## src/rtl/hdc_regs_pkg.sv

```systemverilog
// Shared definitions for the HDC control/status register file: register map,
// field positions, AXI response codes, slave FSM states and small helpers.
package hdc_regs_pkg;

  // Word offsets (byte address >> 2) of the implemented registers
  localparam int unsigned OFF_CTRL       = 0;
  localparam int unsigned OFF_ITEM_NUM   = 1;
  localparam int unsigned OFF_RESET_ITEM = 2;
  localparam int unsigned OFF_STATUS     = 3;
  localparam int unsigned OFF_IRQ_EN     = 4;
  localparam int unsigned OFF_IRQ_STAT   = 5;
  localparam int unsigned OFF_CYCLES     = 6;

  // Field bit positions
  localparam int unsigned CTRL_GEN_BIT  = 0;
  localparam int unsigned CTRL_RUN_BIT  = 1;
  localparam int unsigned STAT_DONE_BIT = 2;
  localparam int unsigned IRQ_DONE_BIT  = 0;

  localparam logic [1:0] RESP_OKAY   = 2'b00;
  localparam logic [1:0] RESP_SLVERR = 2'b10;

  typedef enum logic [2:0] {
    ST_IDLE,
    ST_AW,
    ST_W,
    ST_WR,
    ST_BRSP,
    ST_RD,
    ST_RRSP
  } axil_state_t;

  // True when a (already ADDR_W-truncated) byte address falls beyond the register bank
  function automatic logic offset_err(input logic [31:0] byte_addr, input int unsigned nreg);
    return (byte_addr >> 2) >= 32'(nreg);
  endfunction

endpackage

```

## src/rtl/hdc_axil_slave_fsm.sv

```systemverilog
// AXI4-Lite slave handshake engine. Accepts AW/W in either order, commits a
// write for exactly one cycle, returns responses, and captures read data one
// cycle after the read address is taken. Writes take priority over reads.
module hdc_axil_slave_fsm
  import hdc_regs_pkg::*;
#(
  parameter int ADDR_W = 12
) (
  input  logic              clk,
  input  logic              rst,
  input  logic [31:0]       S_AXI_AWADDR,
  input  logic              S_AXI_AWVALID,
  output logic              S_AXI_AWREADY,
  input  logic [31:0]       S_AXI_WDATA,
  input  logic [3:0]        S_AXI_WSTRB,
  input  logic              S_AXI_WVALID,
  output logic              S_AXI_WREADY,
  output logic [1:0]        S_AXI_BRESP,
  output logic              S_AXI_BVALID,
  input  logic              S_AXI_BREADY,
  input  logic [31:0]       S_AXI_ARADDR,
  input  logic              S_AXI_ARVALID,
  output logic              S_AXI_ARREADY,
  output logic [31:0]       S_AXI_RDATA,
  output logic [1:0]        S_AXI_RRESP,
  output logic              S_AXI_RVALID,
  input  logic              S_AXI_RREADY,
  output logic              wr_en,
  output logic [ADDR_W-1:0] wr_addr,
  output logic [31:0]       wr_data,
  output logic [3:0]        wr_strb,
  input  logic              wr_err,
  output logic              rd_en,
  output logic [ADDR_W-1:0] rd_addr,
  input  logic [31:0]       rd_data,
  input  logic              rd_err
);

  axil_state_t       state_reg, state_next;
  logic [ADDR_W-1:0] awaddr_reg, araddr_reg;
  logic [31:0]       wdata_reg, rdata_reg;
  logic [3:0]        wstrb_reg;
  logic [1:0]        bresp_reg, rresp_reg;

  // Address bits above ADDR_W are deliberately ignored
  logic unused_addr_bits;
  assign unused_addr_bits = ^{S_AXI_AWADDR[31:ADDR_W], S_AXI_ARADDR[31:ADDR_W]};

  // Next-state and ready generation; AR is held off whenever a write is pending
  always_comb begin
    state_next    = state_reg;
    S_AXI_AWREADY = 1'b0;
    S_AXI_WREADY  = 1'b0;
    S_AXI_ARREADY = 1'b0;
    case (state_reg)
      ST_IDLE: begin
        S_AXI_AWREADY = 1'b1;
        S_AXI_WREADY  = 1'b1;
        S_AXI_ARREADY = !S_AXI_AWVALID && !S_AXI_WVALID;
        if (S_AXI_AWVALID && S_AXI_WVALID) state_next = ST_WR;
        else if (S_AXI_AWVALID)            state_next = ST_AW;
        else if (S_AXI_WVALID)             state_next = ST_W;
        else if (S_AXI_ARVALID)            state_next = ST_RD;
      end
      ST_AW: begin
        S_AXI_WREADY = 1'b1;
        if (S_AXI_WVALID) state_next = ST_WR;
      end
      ST_W: begin
        S_AXI_AWREADY = 1'b1;
        if (S_AXI_AWVALID) state_next = ST_WR;
      end
      ST_WR:   state_next = ST_BRSP;
      ST_BRSP: if (S_AXI_BREADY) state_next = ST_IDLE;
      ST_RD:   state_next = ST_RRSP;
      ST_RRSP: if (S_AXI_RREADY) state_next = ST_IDLE;
      default: state_next = ST_IDLE;
    endcase
  end

  // State register plus capture of address/data/response holding registers
  always_ff @(posedge clk) begin
    if (rst) begin
      state_reg  <= ST_IDLE;
      awaddr_reg <= '0;
      araddr_reg <= '0;
      wdata_reg  <= '0;
      wstrb_reg  <= '0;
      bresp_reg  <= RESP_OKAY;
      rdata_reg  <= '0;
      rresp_reg  <= RESP_OKAY;
    end else begin
      state_reg <= state_next;
      if (S_AXI_AWVALID && S_AXI_AWREADY) awaddr_reg <= S_AXI_AWADDR[ADDR_W-1:0];
      if (S_AXI_WVALID && S_AXI_WREADY) begin
        wdata_reg <= S_AXI_WDATA;
        wstrb_reg <= S_AXI_WSTRB;
      end
      if (S_AXI_ARVALID && S_AXI_ARREADY) araddr_reg <= S_AXI_ARADDR[ADDR_W-1:0];
      if (state_reg == ST_WR) bresp_reg <= wr_err ? RESP_SLVERR : RESP_OKAY;
      if (state_reg == ST_RD) begin
        rdata_reg <= rd_err ? 32'd0 : rd_data;
        rresp_reg <= rd_err ? RESP_SLVERR : RESP_OKAY;
      end
    end
  end

  assign S_AXI_BVALID = (state_reg == ST_BRSP);
  assign S_AXI_BRESP  = bresp_reg;
  assign S_AXI_RVALID = (state_reg == ST_RRSP);
  assign S_AXI_RDATA  = rdata_reg;
  assign S_AXI_RRESP  = rresp_reg;

  assign wr_en   = (state_reg == ST_WR);
  assign wr_addr = awaddr_reg;
  assign wr_data = wdata_reg;
  assign wr_strb = wstrb_reg;
  assign rd_en   = (state_reg == ST_RD);
  assign rd_addr = araddr_reg;

endmodule

```

## src/rtl/hdc_ctrl_regs.sv

```systemverilog
// HDC accelerator control/status register file behind an AXI4-Lite slave.
// Holds run/gen/item count controls, sticky done with W1C interrupt status,
// and a saturating cycle counter for the current run.
module hdc_ctrl_regs
  import hdc_regs_pkg::*;
#(
  parameter int ADDR_W = 12,
  parameter int NREG   = 8,
  parameter int IMN_W  = 9,
  parameter int CYC_W  = 32
) (
  input  logic             clk,
  input  logic             rst,
  input  logic [31:0]      S_AXI_AWADDR,
  input  logic             S_AXI_AWVALID,
  output logic             S_AXI_AWREADY,
  input  logic [31:0]      S_AXI_WDATA,
  input  logic [3:0]       S_AXI_WSTRB,
  input  logic             S_AXI_WVALID,
  output logic             S_AXI_WREADY,
  output logic [1:0]       S_AXI_BRESP,
  output logic             S_AXI_BVALID,
  input  logic             S_AXI_BREADY,
  input  logic [31:0]      S_AXI_ARADDR,
  input  logic             S_AXI_ARVALID,
  output logic             S_AXI_ARREADY,
  output logic [31:0]      S_AXI_RDATA,
  output logic [1:0]       S_AXI_RRESP,
  output logic             S_AXI_RVALID,
  input  logic             S_AXI_RREADY,
  output logic             run,
  output logic             gen,
  output logic [IMN_W-1:0] item_memory_num,
  output logic             reset_item,
  input  logic             gen_done,
  input  logic             run_done,
  output logic             irq
);

  logic              wr_en, wr_err, rd_en, rd_err;
  logic [ADDR_W-1:0] wr_addr, rd_addr;
  logic [31:0]       wr_data, rd_data;
  logic [3:0]        wr_strb;
  logic [ADDR_W-3:0] wr_off, rd_off;

  logic              gen_reg, gen_next, run_reg, run_next;
  logic [IMN_W-1:0]  item_num_reg, item_num_next, item_num_wval;
  logic              reset_item_reg, reset_item_next;
  logic              irq_en_reg, irq_en_next;
  logic              done_reg, done_next;
  logic [CYC_W-1:0]  cyc_reg, cyc_next;

  logic ctrl_we, item_we, rst_item_we, irq_en_we, irq_stat_we;
  logic run_rise, done_set, done_clr;

  hdc_axil_slave_fsm #(.ADDR_W(ADDR_W)) u_fsm (
    .clk           (clk),
    .rst           (rst),
    .S_AXI_AWADDR  (S_AXI_AWADDR),
    .S_AXI_AWVALID (S_AXI_AWVALID),
    .S_AXI_AWREADY (S_AXI_AWREADY),
    .S_AXI_WDATA   (S_AXI_WDATA),
    .S_AXI_WSTRB   (S_AXI_WSTRB),
    .S_AXI_WVALID  (S_AXI_WVALID),
    .S_AXI_WREADY  (S_AXI_WREADY),
    .S_AXI_BRESP   (S_AXI_BRESP),
    .S_AXI_BVALID  (S_AXI_BVALID),
    .S_AXI_BREADY  (S_AXI_BREADY),
    .S_AXI_ARADDR  (S_AXI_ARADDR),
    .S_AXI_ARVALID (S_AXI_ARVALID),
    .S_AXI_ARREADY (S_AXI_ARREADY),
    .S_AXI_RDATA   (S_AXI_RDATA),
    .S_AXI_RRESP   (S_AXI_RRESP),
    .S_AXI_RVALID  (S_AXI_RVALID),
    .S_AXI_RREADY  (S_AXI_RREADY),
    .wr_en         (wr_en),
    .wr_addr       (wr_addr),
    .wr_data       (wr_data),
    .wr_strb       (wr_strb),
    .wr_err        (wr_err),
    .rd_en         (rd_en),
    .rd_addr       (rd_addr),
    .rd_data       (rd_data),
    .rd_err        (rd_err)
  );

  assign wr_err = offset_err(32'(wr_addr), NREG);
  assign rd_err = offset_err(32'(rd_addr), NREG);
  assign wr_off = wr_addr[ADDR_W-1:2];
  assign rd_off = rd_addr[ADDR_W-1:2];

  // Only the low data bits / strobes matter for the narrow fields
  logic unused_wr_bits;
  assign unused_wr_bits = ^{wr_data, wr_strb};

  // Per-register commit strobes; an errored address never writes anything
  assign ctrl_we     = wr_en && !wr_err && (wr_off == (ADDR_W-2)'(OFF_CTRL));
  assign item_we     = wr_en && !wr_err && (wr_off == (ADDR_W-2)'(OFF_ITEM_NUM));
  assign rst_item_we = wr_en && !wr_err && (wr_off == (ADDR_W-2)'(OFF_RESET_ITEM));
  assign irq_en_we   = wr_en && !wr_err && (wr_off == (ADDR_W-2)'(OFF_IRQ_EN));
  assign irq_stat_we = wr_en && !wr_err && (wr_off == (ADDR_W-2)'(OFF_IRQ_STAT));

  // Byte-lane merge of the item count: each bit follows the strobe of its byte
  genvar gi;
  generate
    for (gi = 0; gi < IMN_W; gi++) begin : g_item_bits
      assign item_num_wval[gi] = wr_strb[gi/8] ? wr_data[gi] : item_num_reg[gi];
    end
  endgenerate

  assign run_rise = ctrl_we && wr_strb[0] && wr_data[CTRL_RUN_BIT] && !run_reg;
  assign done_set = run_done && run_reg;
  assign done_clr = (irq_stat_we && wr_strb[0] && wr_data[IRQ_DONE_BIT]) || run_rise;

  // Next values of the register bank; a CTRL write overrides gen auto-clear
  always_comb begin
    gen_next        = gen_reg;
    run_next        = run_reg;
    item_num_next   = item_num_reg;
    reset_item_next = reset_item_reg;
    irq_en_next     = irq_en_reg;
    cyc_next        = cyc_reg;
    if (gen_reg && gen_done) gen_next = 1'b0;
    if (ctrl_we && wr_strb[0]) begin
      gen_next = wr_data[CTRL_GEN_BIT];
      run_next = wr_data[CTRL_RUN_BIT];
    end
    if (item_we) item_num_next = item_num_wval;
    if (rst_item_we && wr_strb[0]) reset_item_next = wr_data[0];
    if (irq_en_we && wr_strb[0]) irq_en_next = wr_data[0];
    done_next = done_set || (done_reg && !done_clr);
    if (run_rise) cyc_next = '0;
    else if (run_reg && (cyc_reg != {CYC_W{1'b1}})) cyc_next = cyc_reg + CYC_W'(1);
  end

  // Register bank state
  always_ff @(posedge clk) begin
    if (rst) begin
      gen_reg        <= 1'b0;
      run_reg        <= 1'b0;
      item_num_reg   <= '0;
      reset_item_reg <= 1'b0;
      irq_en_reg     <= 1'b0;
      done_reg       <= 1'b0;
      cyc_reg        <= '0;
    end else begin
      gen_reg        <= gen_next;
      run_reg        <= run_next;
      item_num_reg   <= item_num_next;
      reset_item_reg <= reset_item_next;
      irq_en_reg     <= irq_en_next;
      done_reg       <= done_next;
      cyc_reg        <= cyc_next;
    end
  end

  // Read mux; reserved and unimplemented bits read as zero
  always_comb begin
    rd_data = 32'd0;
    if (rd_en) begin
      case (rd_off)
        (ADDR_W-2)'(OFF_CTRL): begin
          rd_data[CTRL_GEN_BIT] = gen_reg;
          rd_data[CTRL_RUN_BIT] = run_reg;
        end
        (ADDR_W-2)'(OFF_ITEM_NUM):   rd_data = 32'(item_num_reg);
        (ADDR_W-2)'(OFF_RESET_ITEM): rd_data[0] = reset_item_reg;
        (ADDR_W-2)'(OFF_STATUS): begin
          rd_data[CTRL_GEN_BIT]  = gen_reg;
          rd_data[CTRL_RUN_BIT]  = run_reg;
          rd_data[STAT_DONE_BIT] = done_reg;
        end
        (ADDR_W-2)'(OFF_IRQ_EN):     rd_data[0] = irq_en_reg;
        (ADDR_W-2)'(OFF_IRQ_STAT):   rd_data[IRQ_DONE_BIT] = done_reg;
        (ADDR_W-2)'(OFF_CYCLES):     rd_data = 32'(cyc_reg);
        default:                     rd_data = 32'd0;
      endcase
    end
  end

  assign gen             = gen_reg;
  assign run             = run_reg;
  assign item_memory_num = item_num_reg;
  assign reset_item      = reset_item_reg;
  assign irq             = irq_en_reg && done_reg;

endmodule

```

## config.mk

```make
export PLATFORM = sky130hd
export DESIGN_NAME = hdc_ctrl_regs
export DESIGN_NICKNAME = d
export VERILOG_FILES = /design/src/rtl/hdc_regs_pkg.sv /design/src/rtl/hdc_axil_slave_fsm.sv /design/src/rtl/hdc_ctrl_regs.sv
export SDC_FILE = /design/constraint.sdc
export NUM_CORES = 1
export LEC_CHECK = 0
export BUFFER_PORTS_ARGS = -buffer_cell sky130_fd_sc_hd__buf_4
export CAP_MARGIN = 10
export CORE_MARGIN = 2
export CORE_UTILIZATION = 51
export CTS_CLUSTER_DIAMETER = 40
export DETAILED_ROUTE_END_ITERATION = 8
export GPL_TIMING_DRIVEN = 0
export PLACE_DENSITY = 0.88
export RECOVER_POWER = 50
export SYNTH_ARGS = -nofsm -noshare
export SYNTH_HDL_FRONTEND = slang
export SYNTH_SLANG_ARGS = --single-unit
```

## constraint.sdc

```tcl
create_clock -name clk -period 2.22 [get_ports clk]
set_input_delay 0.444 -clock clk [delete_from_list [all_inputs] [get_ports clk]]
set_output_delay 0.444 -clock clk [all_outputs]
set_load 0.05 [all_outputs]
```

Word level (Yosys, flattened, before mapping) --
Index checks and enable logic that the tools add are counted.
Storage, ports and cells: output and inout port bits 54, bits in registers 120, bits of input ports 109, logic and storage cells 103
Cells by class: $add $sub $neg 1, reductions and logical operators 41, eq/ne operators 22, magnitude comparators 2, multiplexer cells 21
Operators by type and width (count):
- case mux 29 bit (2 select lines) | 1
- == test 10 x 3 -> 1 bit (second input constant) | 5
- adder 32 x 1 -> 32 bit (second input constant) | 1
- two-way mux 32 bit | 1
- != test 32 bit (second input constant) | 1
- == test 10 x 2 -> 1 bit (second input constant) | 3
- two-way mux 3 bit | 8
- logical AND 1 bit | 23
- case mux 3 bit (7 select lines) | 1
- == test 10 x 1 -> 1 bit (second input constant) | 2
- >= comparator 10 x 4 -> 1 bit (second input constant) | 2
- logical NOT 10 bit | 2
- == test 3 bit (second input constant) | 3
- OR reduction 2 bit | 4
- == test 3 x 2 -> 1 bit (second input constant) | 2
- case mux 1 bit (3 select lines) | 2
- case mux 1 bit (6 select lines) | 1
- logical NOT 1 bit | 5
- two-way mux 1 bit | 5
- != test 5 x 4 -> 1 bit (second input constant) | 1
- AND reduction 5 bit | 1
- two-way mux 2 bit | 2
- != test 2 x 1 -> 1 bit (second input constant) | 2
- != test 2 bit (second input constant) | 2
- 5 further kinds | 7

Logic depth before layout (Yosys ltp) --
Gate-level depths: netlist of the first run.
depth in word-level cells 11, depth in mapped cells 8, depth with buffers taken out 6

Modules after synthesis --
From an unflattened synthesis of the first run, not the netlist that was laid out.
Second synthesis, totals: cells, all modules 727, area total of the unflattened synthesis 6361.1 um2
Modules (own cells, without submodules):
- hdc_axil_slave_fsm | area each 3729.8 um2, times used 1, sequential area each 1941.9 um2, cells an instance 398
- hdc_ctrl_regs | area each 2631.3 um2, times used 1, sequential area each 920.9 um2, cells an instance 329

Worst setup path after synthesis of the first run --
Ideal clock, no wire load.
path type flip-flop to output port, from register u_fsm.state_reg[0], to output port S_AXI_ARREADY, required time 1.776 ns, data arrival time 2.054 ns, path buffers 2, stages on the path, launching flop included 6, slack -0.278 ns, path through dfxtp_1 buf_2 nor2_1 nand2_1 inv_1 clkbuf_1
Between the ends: longest elaborated chain between the ends 2
RTL lines:
- start: declaration | line hdc_axil_slave_fsm.sv:39 | axil_state_t state_reg, state_next;
- start signal: assignment | line hdc_axil_slave_fsm.sv:93 | state_reg <= state_next;
- logical NOT 3 bit | line hdc_axil_slave_fsm.sv:55 | case (state_reg)
- two-way mux 1 bit | line hdc_axil_slave_fsm.sv:55
- end: declaration | line hdc_ctrl_regs.sv:26 | output logic S_AXI_ARREADY,
Every way passes these cells.

Worst setup path in the final report of the first run --
from register u_fsm.awaddr_reg[4], in the netlist u_fsm.wr_addr[4], to register cyc_reg[19]
Between the ends: longest elaborated chain between the ends 8, elaborated cells on any way between the ends 9, classes of those cells order compare (1); reduce/logical (8)
RTL lines:
- start: declaration | line hdc_axil_slave_fsm.sv:40 | logic [ADDR_W-1:0] awaddr_reg, araddr_reg;
- start signal: assignment | line hdc_axil_slave_fsm.sv:94 | if (S_AXI_AWVALID && S_AXI_AWREADY) awaddr_reg <= S_AXI_AWADDR[ADDR_W-1:0];
- >= comparator 10 x 4 -> 1 bit | line hdc_regs_pkg.sv:35 | return (byte_addr >> 2) >= 32'(nreg);
- logical NOT 1 bit | line hdc_ctrl_regs.sv:97 | assign ctrl_we = wr_en && !wr_err && (wr_off == (ADDR_W-2)'(OFF_CTRL));
- logical AND 1 bit | line hdc_ctrl_regs.sv:97
- logical AND 1 bit (*) | line hdc_ctrl_regs.sv:97
- logical AND 1 bit (*) (3 in series) | line hdc_ctrl_regs.sv:111 | assign run_rise = ctrl_we && wr_strb[0] && wr_data[CTRL_RUN_BIT] && !run_reg;
- OR reduction 2 bit (no source line) (*)
- end signal: assignment | line hdc_ctrl_regs.sv:153 | cyc_reg <= cyc_next;
- end: declaration | line hdc_ctrl_regs.sv:51 | logic [CYC_W-1:0] cyc_reg, cyc_next;
Mark *: on every way between the ends. The rest lies on a longest branch, timed or not. A chain may end at the register's enable or synchronous reset.

==> key figures, run 1 <==
Timing
  • Peak clock frequency supported by timing: 462.0 MHz
  • Final hold vios: 0
  • Final Max Tran Viols: 0
  • Total of endpoints with negative setup slack in the final report: 0
  • Fin worst setup slack: 55.65 ps
  • Unrepaired setup endpoints after global routing: yes
  • Final clock skew: 8.813 ps
  • Tightest Pin Transition: 682.1 ps
  • Period Utilization, post-route: 0.9749
  • Final period demand of the worst path: 2164 ps
  • Max-Slew Margin vs Limit: 0.5415

Floorplanning
  • I/O pin count: 163
  • Placeable Area: 9328 sq um
  • Die Y: 102.6 um
  • Starting density of the core: 0.5313
  • Num rows: 35
  • Die Wd: 102.6 um
  • DIE AREA: 10520 sq um

Setup path
  • Worst-path maximum fanout: 10
  • Critical path type: flop to flop
  • Critical Path End Type: flop
  • Startpoint Class: flop
  • Req. time, crit path: 2630 ps
  • Crit path arrival time: 2570 ps

Synthesis
  • Sequential share of the synthesized area: 0.4605
  • Avg Inst Size Synth: 8.664 sq um
  • Count of flip-flops with a built-in enable after synthesis: 0
  • Main flop type after synthesis: dfxtp_1
  • Post-synth ARST share: 0
  • Library cell occupying the most area in the post-synthesis netlist: dfxtp_1
  • Share of the synthesized area in the top cell type: 0.4605
  • Top cells by area in the synthesized netlist: dfxtp_1 (46%), nor2_1 (5.6%), a22oi_1 (5.3%), a21oi_1 (5.2%), nand2_1 (4.7%)
  • Synthesis-stage register bit count: 114
  • Distinct cell type count after synthesis: 65
  • Top post-synthesis cells by count: dfxtp_1 (114), nor2_1 (74), nand2_1 (62)
  • Ys Warns: 0
  • Most instantiated library cell after synthesis: dfxtp_1
  • Mapped Area: 4956 sq um
  • Number of instances in the synthesized netlist: 572

Layout
  • Antenna diode count: 0
  • Area overhead of the layout relative to synthesis: 27.72%
  • Util after Layout: 0.6786
  • Filler cell count in the final layout: 732
  • Layout cell share with drive strength beyond 1: 0.1710
  • Final nets: 794

Placement
  • Post-placement setup slack: 58.97 ps
  • Estimated wirelength of the detail-placed design: 9.422 mm
  • Count of input and output buffers: 90
  • Final RePlAce weighted congestion: 0.8860

Run status
  • Status: finished, final reports clean

Hold path
  • Worst Hold Class: input port to flop

Detailed routing
  • Iteration-0 DRC Markers: 429
  • Via total after detailed routing: 4877
  • Wire length after detailed routing: 14.05 mm
  • Vias per Instance: 5.912
  • Remaining routing DRC violations: 0
  • Number of detailed-route iterations in the first pass: 5
  • Final ANT Viol Nets: 0
  • Final routed wire length divided by cell count: 17.02 um

GRT
  • Grt ovf: 0
  • Global-route wire length before repair: 22.11 mm
  • Pin count of the biggest net entering global routing: 17
  • Antenna violations before repair: 0
  • Number of global-route vias before repair: 4643
  • GRT Resource Usage Total: 0.2709

CTS
  • Maximum number of buffers from clock root to sink: 2
  • TritonCTS clock tree: built
  • Clock transition at the register clock pins on the worst setup and hold paths after CTS: 60 ps
  • Clock latency reported for the late side of the worst-skew pair: 520 ps
  • Total CTS buffers: 17
  • Clk Tree Root Cell: clkbuf_8
  • CTS H-tree depth: 4
  • CTS sink cnt: 114

Pwr
  • Pwr/cell area: 951.6 nW/um^2
  • Leak: 2.325 nW
  • Max IR drop VDD: 0.6098 mV

Run
  • Max-cap violations: 0
## per-stage QoR
step	total power, mW	hold slack (ps)	area [sq um]	setup TNS, ps	cells
floorplan	2.853	435.7	4964	0	573
global placement	3.057	442.9	5801	0	792
detailed placement	3.087	447.3	5801	0	792
CTS	6.007	151.7	6456	0	823
global route	6.233	171.9	6330	-212.5	825
finish	6.023	155.7	6330	0	825
## where the power goes
group	switching [mW]	internal, mW
Combinational	0.555	0.326
Sequential	0.0696	2.14
Clock	0.918	2.01
## worst max-delay path, cell delays in order (launching register included)
cell	delay, ps
dfxtp_1	370
or4_1	590
nor4b_4	390
a21o_1	240
buf_4	210
buf_6	180
nor2_1	70
## layer usage
metal  up-vias  share of wire  global-route usage
met2       228           0.49              0.4530
li1       2279              -                   -
met4         0          0.038              0.1415
met3        46          0.072             0.06576
met1      2324           0.40              0.3231
met5         -              0                   0
## final timing paths
check	slack (ps)	end	cells past startpoint	start
setup / recovery	60	cyc_reg[19]	6	u_fsm.wr_addr[4]
hold reg to reg	460	u_fsm.wr_data[2]	2	u_fsm.wr_data[2]
setup reg to reg	60	cyc_reg[19]	6	u_fsm.wr_addr[4]
hold / removal	160	u_fsm.wr_addr[8]	3	S_AXI_AWADDR[8]
## layout make-up
type	instances	area [sq um]	share of cell area
multi-input cells	413	2491	0.3936
clock buffers	21	459.2	0.07254
inverters	11	41.29	0.006523
well taps	129	161.4	0.02550
repair buffers	93	533.0	0.08421
flip-flops and latches	114	2282	0.3605
clock inverters	10	180.2	0.02846
plain buffers	34	181.4	0.02866
## placed cells by master, fill, tap and decap left out, types with 3 or more instances in the layout
master / netlist / final
or4_1: 6 / 6
a21oi_1: 51 / 51
mux2i_1: 21 / 21
o211ai_1: 3 / 3
xnor2_1: 11 / 11
nor4_1: 6 / 4
nand3_1: 29 / 29
o21ai_0: 14 / 14
inv_1: 11 / 10
nor2_2: 2 / 3
nor4_2: 1 / 3
clkbuf_1: 21 / 66
nor2b_1: 5 / 4
clkinv_2: 0 / 3
buf_4: 3 / 51
clkbuf_16: 0 / 16
a31oi_1: 3 / 3
a211oi_1: 3 / 3
nor2_1: 74 / 73
nand3b_1: 3 / 3
clkbuf_8: 0 / 4
bufinv_16: 0 / 5
o21ai_1: 3 / 3
dfxtp_1: 114 / 114
a22oi_1: 35 / 35
nor3_1: 7 / 6
buf_2: 9 / 7
nand2_1: 62 / 62
nand4_1: 6 / 6
or3_1: 14 / 14
## logic make-up (layout without fill, tap and decap cells)
group,count (synthesis),count (layout),synth area share
DFF,114,114,0.4605
and+or+nand+nor,244,244,0.2550
buffers and inverters,46,169,0.04241
muxes,23,23,0.04696
xor gates and xnor gates,12,12,0.02121
other,1,2,0.0007567
adders and majority gates,1,1,0.002524
AOI/OAI and AO/OA,131,131,0.1707
## timing repair
action / in CTS / in global routing
buffers inserted: 0 / 3
gates cloned: 0 / 0
hold endpoints to repair: 0 / 0
pin swaps: 0 / 2
setup endpoints to repair: 1 / 33
hold buffers: 0 / 0
gates resized for setup: 6 / 10
No activity file was read; power rests on OpenSTA's default activity.
==> inputs of run 2 (changes only) <==
--- a/config.mk
+++ b/config.mk
@@ -8,11 +8,11 @@
 export BUFFER_PORTS_ARGS = -buffer_cell sky130_fd_sc_hd__buf_4
 export CAP_MARGIN = 10
 export CORE_MARGIN = 2
-export CORE_UTILIZATION = 51
+export CORE_UTILIZATION = 35
 export CTS_CLUSTER_DIAMETER = 40
 export DETAILED_ROUTE_END_ITERATION = 8
 export GPL_TIMING_DRIVEN = 0
-export PLACE_DENSITY = 0.88
+export PLACE_DENSITY = 0.67
 export RECOVER_POWER = 50
 export SYNTH_ARGS = -nofsm -noshare
 export SYNTH_HDL_FRONTEND = slang
==> run 2 against run 1 <==
Setup slack improved by 31 ps. Die area increased by 44%. Global-route usage decreased by 8.8 points. Register-to-register slack improved by 30 ps. Final cell count increased by 6.2%. Combinational power decreased by 4.0%. Sequential cell count unchanged. Via count decreased by 4.4%. Clock skew about the same. Sequential share of layout area decreased by 0.23 points. Core utilization decreased by 22 points. Largest power group unchanged.
==> key figures, run 2 (synthesis gave the netlist of run 1 again) <==
Timing
  • Total of endpoints with negative setup slack in the final report: 0 (unchanged)
  • Peak clock frequency supported by timing: 468.7 MHz (+1.4%)
  • Max-Slew Margin vs Limit: 0.5644 (+0.02291)
  • Period Utilization, post-route: 0.9610 (-0.01392)
  • Final period demand of the worst path: 2133 ps (-30.89 ps)
  • Final clock skew: 8.815 ps (+0.001890 ps)
  • Tightest Pin Transition: 653.4 ps (-28.69 ps)
  • Unrepaired setup endpoints after global routing: no
  • Setup TNS Final: 0 ps (unchanged)
  • Final Max Tran Viols: 0 (unchanged)
  • Final hold vios: 0 (unchanged)

Setup path
  • Crit path arrival time: 2440 ps (-130 ps)
  • Startpoint Class: flop
  • CP peak stage delay: 660 ps (+70 ps)
  • Worst setup path startpoint: u_fsm.wr_addr[11]
  • Critical path type: flop to flop
  • Cells along the critical path: or4_1, nor4b_4, a21o_1, buf_4, buf_6, nor2_1
  • Critical Path End Type: flop
  • Req. time, crit path: 2530 ps (-100 ps)
  • Launch point of the worst reg-to-reg path: u_fsm.wr_addr[11]
  • Slowest stage cell on the critical path: or4_1
  • Worst-path maximum fanout: 10 (unchanged)

GRT
  • Antenna violations before repair: 0 (unchanged)
  • Number of global-route vias before repair: 4356 (-6.2%)
  • Pin count of the biggest net entering global routing: 17 (unchanged)
  • GRT Resource Usage Total: 0.1829 (-0.08797)
  • Grt ovf: 0 (unchanged)
  • Global-route wire length before repair: 21.48 mm (-2.9%)

Layout
  • Most common cell after layout, fill and taps aside: dfxtp_1
  • Antenna diode count: 0 (unchanged)
  • Area overhead of the layout relative to synthesis: 28.76%
  • Layout cell share with drive strength beyond 1: 0.1667 (-0.004310)
  • Count of placed standard cells in the final layout, fillers left out: 876 (+6.2%)
  • Final nets: 793 (-0.13%)
  • Most frequent cells in the layout: dfxtp_1 (111), nor2_1 (73), clkbuf_1 (70), nand2_1 (62), a21oi_1 (51)
  • Final instance area: 6381 sq um (+0.81%)

Floorplanning
  • Die Wd: 123.0 um (+20%)
  • Num rows: 43 (+23%)
  • I/O pin count: 163 (unchanged)
  • Placeable Area: 13880 sq um (+49%)
  • Die Y: 123.0 um (+20%)
  • DIE AREA: 15130 sq um (+44%)
  • Starting density of the core: 0.3570 (-0.1743)

Detailed routing
  • Final routed wire length divided by cell count: 15.65 um (-8.1%)
  • Number of detailed-route iterations in the first pass: 5 (unchanged)
  • Iteration-0 DRC Markers: 321 (-25%)
  • Via total after detailed routing: 4661 (-4.4%)
  • Vias per Instance: 5.321 (-10%)
  • Remaining routing DRC violations: 0 (unchanged)
  • Final ANT Viol Nets: 0 (unchanged)
  • Wire length after detailed routing: 13.71 mm (-2.4%)

CTS
  • Clk Tree Root Cell: clkbuf_16
  • CTS H-tree depth: 4 (unchanged)
  • CTS Hold Buffers Added: 0 (unchanged)
  • Clock transition at the register clock pins on the worst setup and hold paths after CTS: 50 ps (about the same)
  • TritonCTS clock tree: built
  • Maximum number of buffers from clock root to sink: 2 (unchanged)
  • Total CTS buffers: 17 (unchanged)
  • Clock latency reported for the late side of the worst-skew pair: 420 ps (-100 ps)
  • CTS sink cnt: 114 (unchanged)

Placement
  • Placed Cells incl. Taps: 843 (+6.4%)
  • Final RePlAce weighted congestion: 0.8871 (+0.12%)
  • Count of input and output buffers: 90 (unchanged)
  • Cell area after placement: 5864 sq um (+1.1%)
  • Estimated wirelength of the detail-placed design: 9.960 mm (+5.7%)

Run status
  • Status: finished, final reports clean

Pwr
  • Max IR drop VDD: 0.8076 mV (+32%)
  • Leak: 2.320 nW (-0.23%)
  • Pwr/cell area: 953.8 nW/um^2 (+0.24%)

Hold path
  • Worst Hold Class: input port to flop
  • Launch instance of the worst min-delay path: S_AXI_AWADDR[8]

Run
  • Max-cap violations: 0 (unchanged)
## run 2: path summary, 6_finish.rpt
path	cells past startpoint	slack, ps	to
max	6	90	cyc_reg[26]
min	3	270	u_fsm.wr_addr[8]
max reg2reg	6	90	cyc_reg[26]
min reg2reg	2	450	u_fsm.wr_data[7]
## run 2: cell type report
cell class              count  area (sq um)
plain buffers              34         171.4
clock buffers              23         478.0
clock inverters             9         176.4
fillers                  1393          7500
inverters                  11         41.29
multi-input cells         413          2489
flip-flops and latches    114          2286
well taps                 180         225.2
repair buffers             92         514.2
## run 2: critical path: cells and delay by family, from the launching register on
family	cells	cell delay [ps]
compound gates	1	230
buf+inv	2	380
flops	1	310
simple gates	3	1100
## run 2: through the flow
step	power, mW	worst slack [ps]	hold WS (ps)	utilization
6_report	6.087	86.54	266.3	0.4597
5_1_grt	6.268	9.286	272.3	0.4597
4_1_cts	6.119	3.406	259.4	0.4700
3_5_place_dp	3.099	77.19	446.8	0.4225
3_3_place_gp	3.069	84.33	444.7	0.4225
2_1_floorplan	2.853	151.2	435.7	-
## run 2: what timing repair did
item / in CTS / in global routing
gates resized for setup: 2 / 14
pin swaps: 0 / 2
buffers inserted: 0 / 2
endpoints found under the setup margin: 1 / 38
## run 2: power breakdown
part | total [mW] | switching, mW | internal (mW)
clock network | 3.03 | 0.953 | 2.08
registers | 2.21 | 0.0661 | 2.14
logic | 0.845 | 0.550 | 0.295
## run 2: per-layer routing
metal | vias up | global-route usage | share of wire
met1 | 2213 | 0.2248 | 0.45
li1 | 2276 | - | -
met3 | 31 | 0.05028 | 0.051
met5 | - | 0 | 0
met2 | 141 | 0.3052 | 0.48
met4 | 0 | 0.06960 | 0.025
==> inputs of run 3 (changes only) <==
--- a/config.mk
+++ b/config.mk
@@ -7,6 +7,7 @@
 export LEC_CHECK = 0
 export BUFFER_PORTS_ARGS = -buffer_cell sky130_fd_sc_hd__buf_4
 export CAP_MARGIN = 10
+export CORE_ASPECT_RATIO = 1.2
 export CORE_MARGIN = 2
 export CORE_UTILIZATION = 35
 export CTS_CLUSTER_DIAMETER = 40
==> run 3 against run 2 <==
Global-route usage is 0.56 points lower. Design area is 0.57% lower. Combinational power decreased by 0.8%. Sequential power about the same. Die area about the same. Setup slack better by 16 ps. Power fell by 1.8%.
==> key figures, run 3 (synthesis gave the netlist of run 1 again) <==
Layout
  • Layout cell share with drive strength beyond 1: 0.1664 (-0.0002391)
  • Final nets: 794 (+0.13%)
  • Count of placed standard cells in the final layout, fillers left out: 868 (-0.91%)
  • Most common cell after layout, fill and taps aside: dfxtp_1
  • Final instance area: 6345 sq um (-0.57%)
  • Area overhead of the layout relative to synthesis: 28.02%
  • Most frequent cells in the layout: dfxtp_1 (114), nor2_1 (74), clkbuf_1 (67), nand2_1 (62), a21oi_1 (51)
  • Filler cell count in the final layout: 1366 (-1.9%)
  • Antenna diode count: 0 (unchanged)

Placement
  • Final RePlAce weighted congestion: 0.8374 (-5.6%)
  • Estimated wirelength of the detail-placed design: 9.969 mm (about the same)
  • Placed Cells incl. Taps: 834 (-1.1%)
  • Count of input and output buffers: 90 (unchanged)
  • Cell area after placement: 5853 sq um (-0.19%)

Timing
  • Peak clock frequency supported by timing: 472.3 MHz (+0.75%)
  • Final Max Tran Viols: 0 (unchanged)
  • Final hold vios: 0 (unchanged)
  • Total of endpoints with negative setup slack in the final report: 0 (unchanged)
  • Tightest Pin Transition: 751.2 ps (+97.76 ps)
  • Max-Slew Margin vs Limit: 0.4946 (-0.06979)
  • Final period demand of the worst path: 2117 ps (-15.97 ps)
  • Period Utilization, post-route: 0.9538 (-0.007196)
  • Final clock skew: 9.748 ps (+0.9332 ps)
  • Final hold slack: 267.4 ps (+1.076 ps)
  • Unrepaired setup endpoints after global routing: no

Floorplanning
  • I/O pin count: 163 (unchanged)
  • Placeable Area: 13820 sq um (-0.44%)
  • Die Y: 134.4 um (+9.2%)
  • Num rows: 47 (+9.3%)
  • DIE AREA: 15130 sq um (about the same)
  • Starting density of the core: 0.3586 (+0.001584)
  • Die Wd: 112.6 um (-8.4%)

Pwr
  • Pwr/cell area: 941.7 nW/um^2 (-1.3%)
  • Max IR drop VDD: 0.8633 mV (+6.9%)
  • Leak: 2.317 nW (-0.12%)
  • Total power: 5.975 mW (-1.8%)

Detailed routing
  • Via total after detailed routing: 4644 (-0.36%)
  • Final ANT Viol Nets: 0 (unchanged)
  • Remaining routing DRC violations: 0 (unchanged)
  • Vias per Instance: 5.350 (+0.55%)
  • Wire length after detailed routing: 13.43 mm (-2.0%)
  • Iteration-0 DRC Markers: 219 (-32%)
  • Number of detailed-route iterations in the first pass: 5 (unchanged)
  • Final routed wire length divided by cell count: 15.47 um (-1.1%)

Setup path
  • Crit path arrival time: 1670 ps (-770 ps)
  • Worst-path maximum fanout: 10 (unchanged)
  • Req. time, crit path: 1780 ps (-750 ps)
  • Startpoint Class: flop
  • Critical path type: flop to primary output
  • Critical Path End Type: primary output

CTS
  • Total CTS buffers: 17 (unchanged)
  • CTS H-tree depth: 4 (unchanged)
  • Maximum number of buffers from clock root to sink: 2 (unchanged)
  • CTS Hold Buffers Added: 0 (unchanged)
  • TritonCTS clock tree: built
  • Clock transition at the register clock pins on the worst setup and hold paths after CTS: 60 ps (about the same)
  • Clk Tree Root Cell: clkbuf_16
  • Clock latency reported for the late side of the worst-skew pair: 410 ps (about the same)
  • CTS sink cnt: 114 (unchanged)

GRT
  • GRT Resource Usage Total: 0.1773 (-0.005649)
  • Pin count of the biggest net entering global routing: 17 (unchanged)
  • Antenna violations before repair: 0 (unchanged)
  • Grt ovf: 0 (unchanged)
  • Number of global-route vias before repair: 4477 (+2.8%)
  • Global-route wire length before repair: 21.64 mm (+0.74%)

Run
  • Max-cap violations: 0 (unchanged)

Run status
  • Status: finished, final reports clean

Hold path
  • Worst Hold Class: input port to flop
[run 3: worst paths after layout]
kind	to	start	cells after the start	slack [ps]
worst max register to register	u_fsm.S_AXI_RDATA[12]	u_fsm.rd_addr[11]	6	120
worst min register to register	u_fsm.S_AXI_RDATA[8]	u_fsm.S_AXI_RDATA[8]	2	460
worst min-delay path	u_fsm.wr_addr[11]	S_AXI_AWADDR[11]	3	270
worst max-delay path	S_AXI_ARREADY	u_fsm.state_reg[1]	6	100
[run 3: report_power, final]
| part | switching (mW) | leakage (nW) | internal (mW) |
|---|---|---|---|
| Combinational | 0.540 | 1.08 | 0.298 |
| Clock | 1.01 | 0.312 | 1.92 |
| Sequential | 0.0667 | 0.922 | 2.14 |
| Total | 1.61 | 2.32 | 4.36 |
[run 3: per-layer routing]
| metal | global-route usage | vias to the layer above | share of wire |
|---|---|---|---|
| met5 | 0 | - | 0 |
| met4 | 0.06098 | 0 | 0.017 |
| met3 | 0.04880 | 22 | 0.060 |
| met2 | 0.3190 | 156 | 0.51 |
| met1 | 0.2006 | 2178 | 0.42 |
| li1 | - | 2288 | - |
[run 3: stage by stage]
| step | util | setup slack, ps | setup TNS, ps |
|---|---|---|---|
| 5_1_grt | 0.4591 | 6.247 | 0 |
| 2_1_floorplan | - | 151.2 | 0 |
| 4_1_cts | 0.4707 | 28.14 | 0 |
| 3_3_place_gp | 0.4235 | 10.12 | 0 |
| 6_report | 0.4591 | 102.5 | 0 |
| 3_5_place_dp | 0.4235 | -45.13 | -94.72 |
[run 3: worst max-delay path, stage by stage (launching register included)]
cell and delay (ps):
dfxtp_1 330, buf_2 190, nor3_2 190, nand2_1 90, inv_1 90, clkbuf_4 200, buf_6 170
[run 3: area by class of cell]
cell class	instances	area [sq um]	share of cell area
plain buffers	35	173.9	0.02741
clock buffers	18	439.2	0.06922
clock inverters	14	198.9	0.03135
inverters	11	41.29	0.006508
multi-input cells	413	2481	0.3910
flip-flops and latches	114	2282	0.3597
well taps	171	214.0	0.03372
repair buffers	92	514.2	0.08105
[run 3: timing repair]
item,4_1_cts,5_1_grt
resized for setup,4,6
gates cloned,0,0
pin swaps,0,1
endpoints found under the setup margin,15,17
buffers inserted,0,2
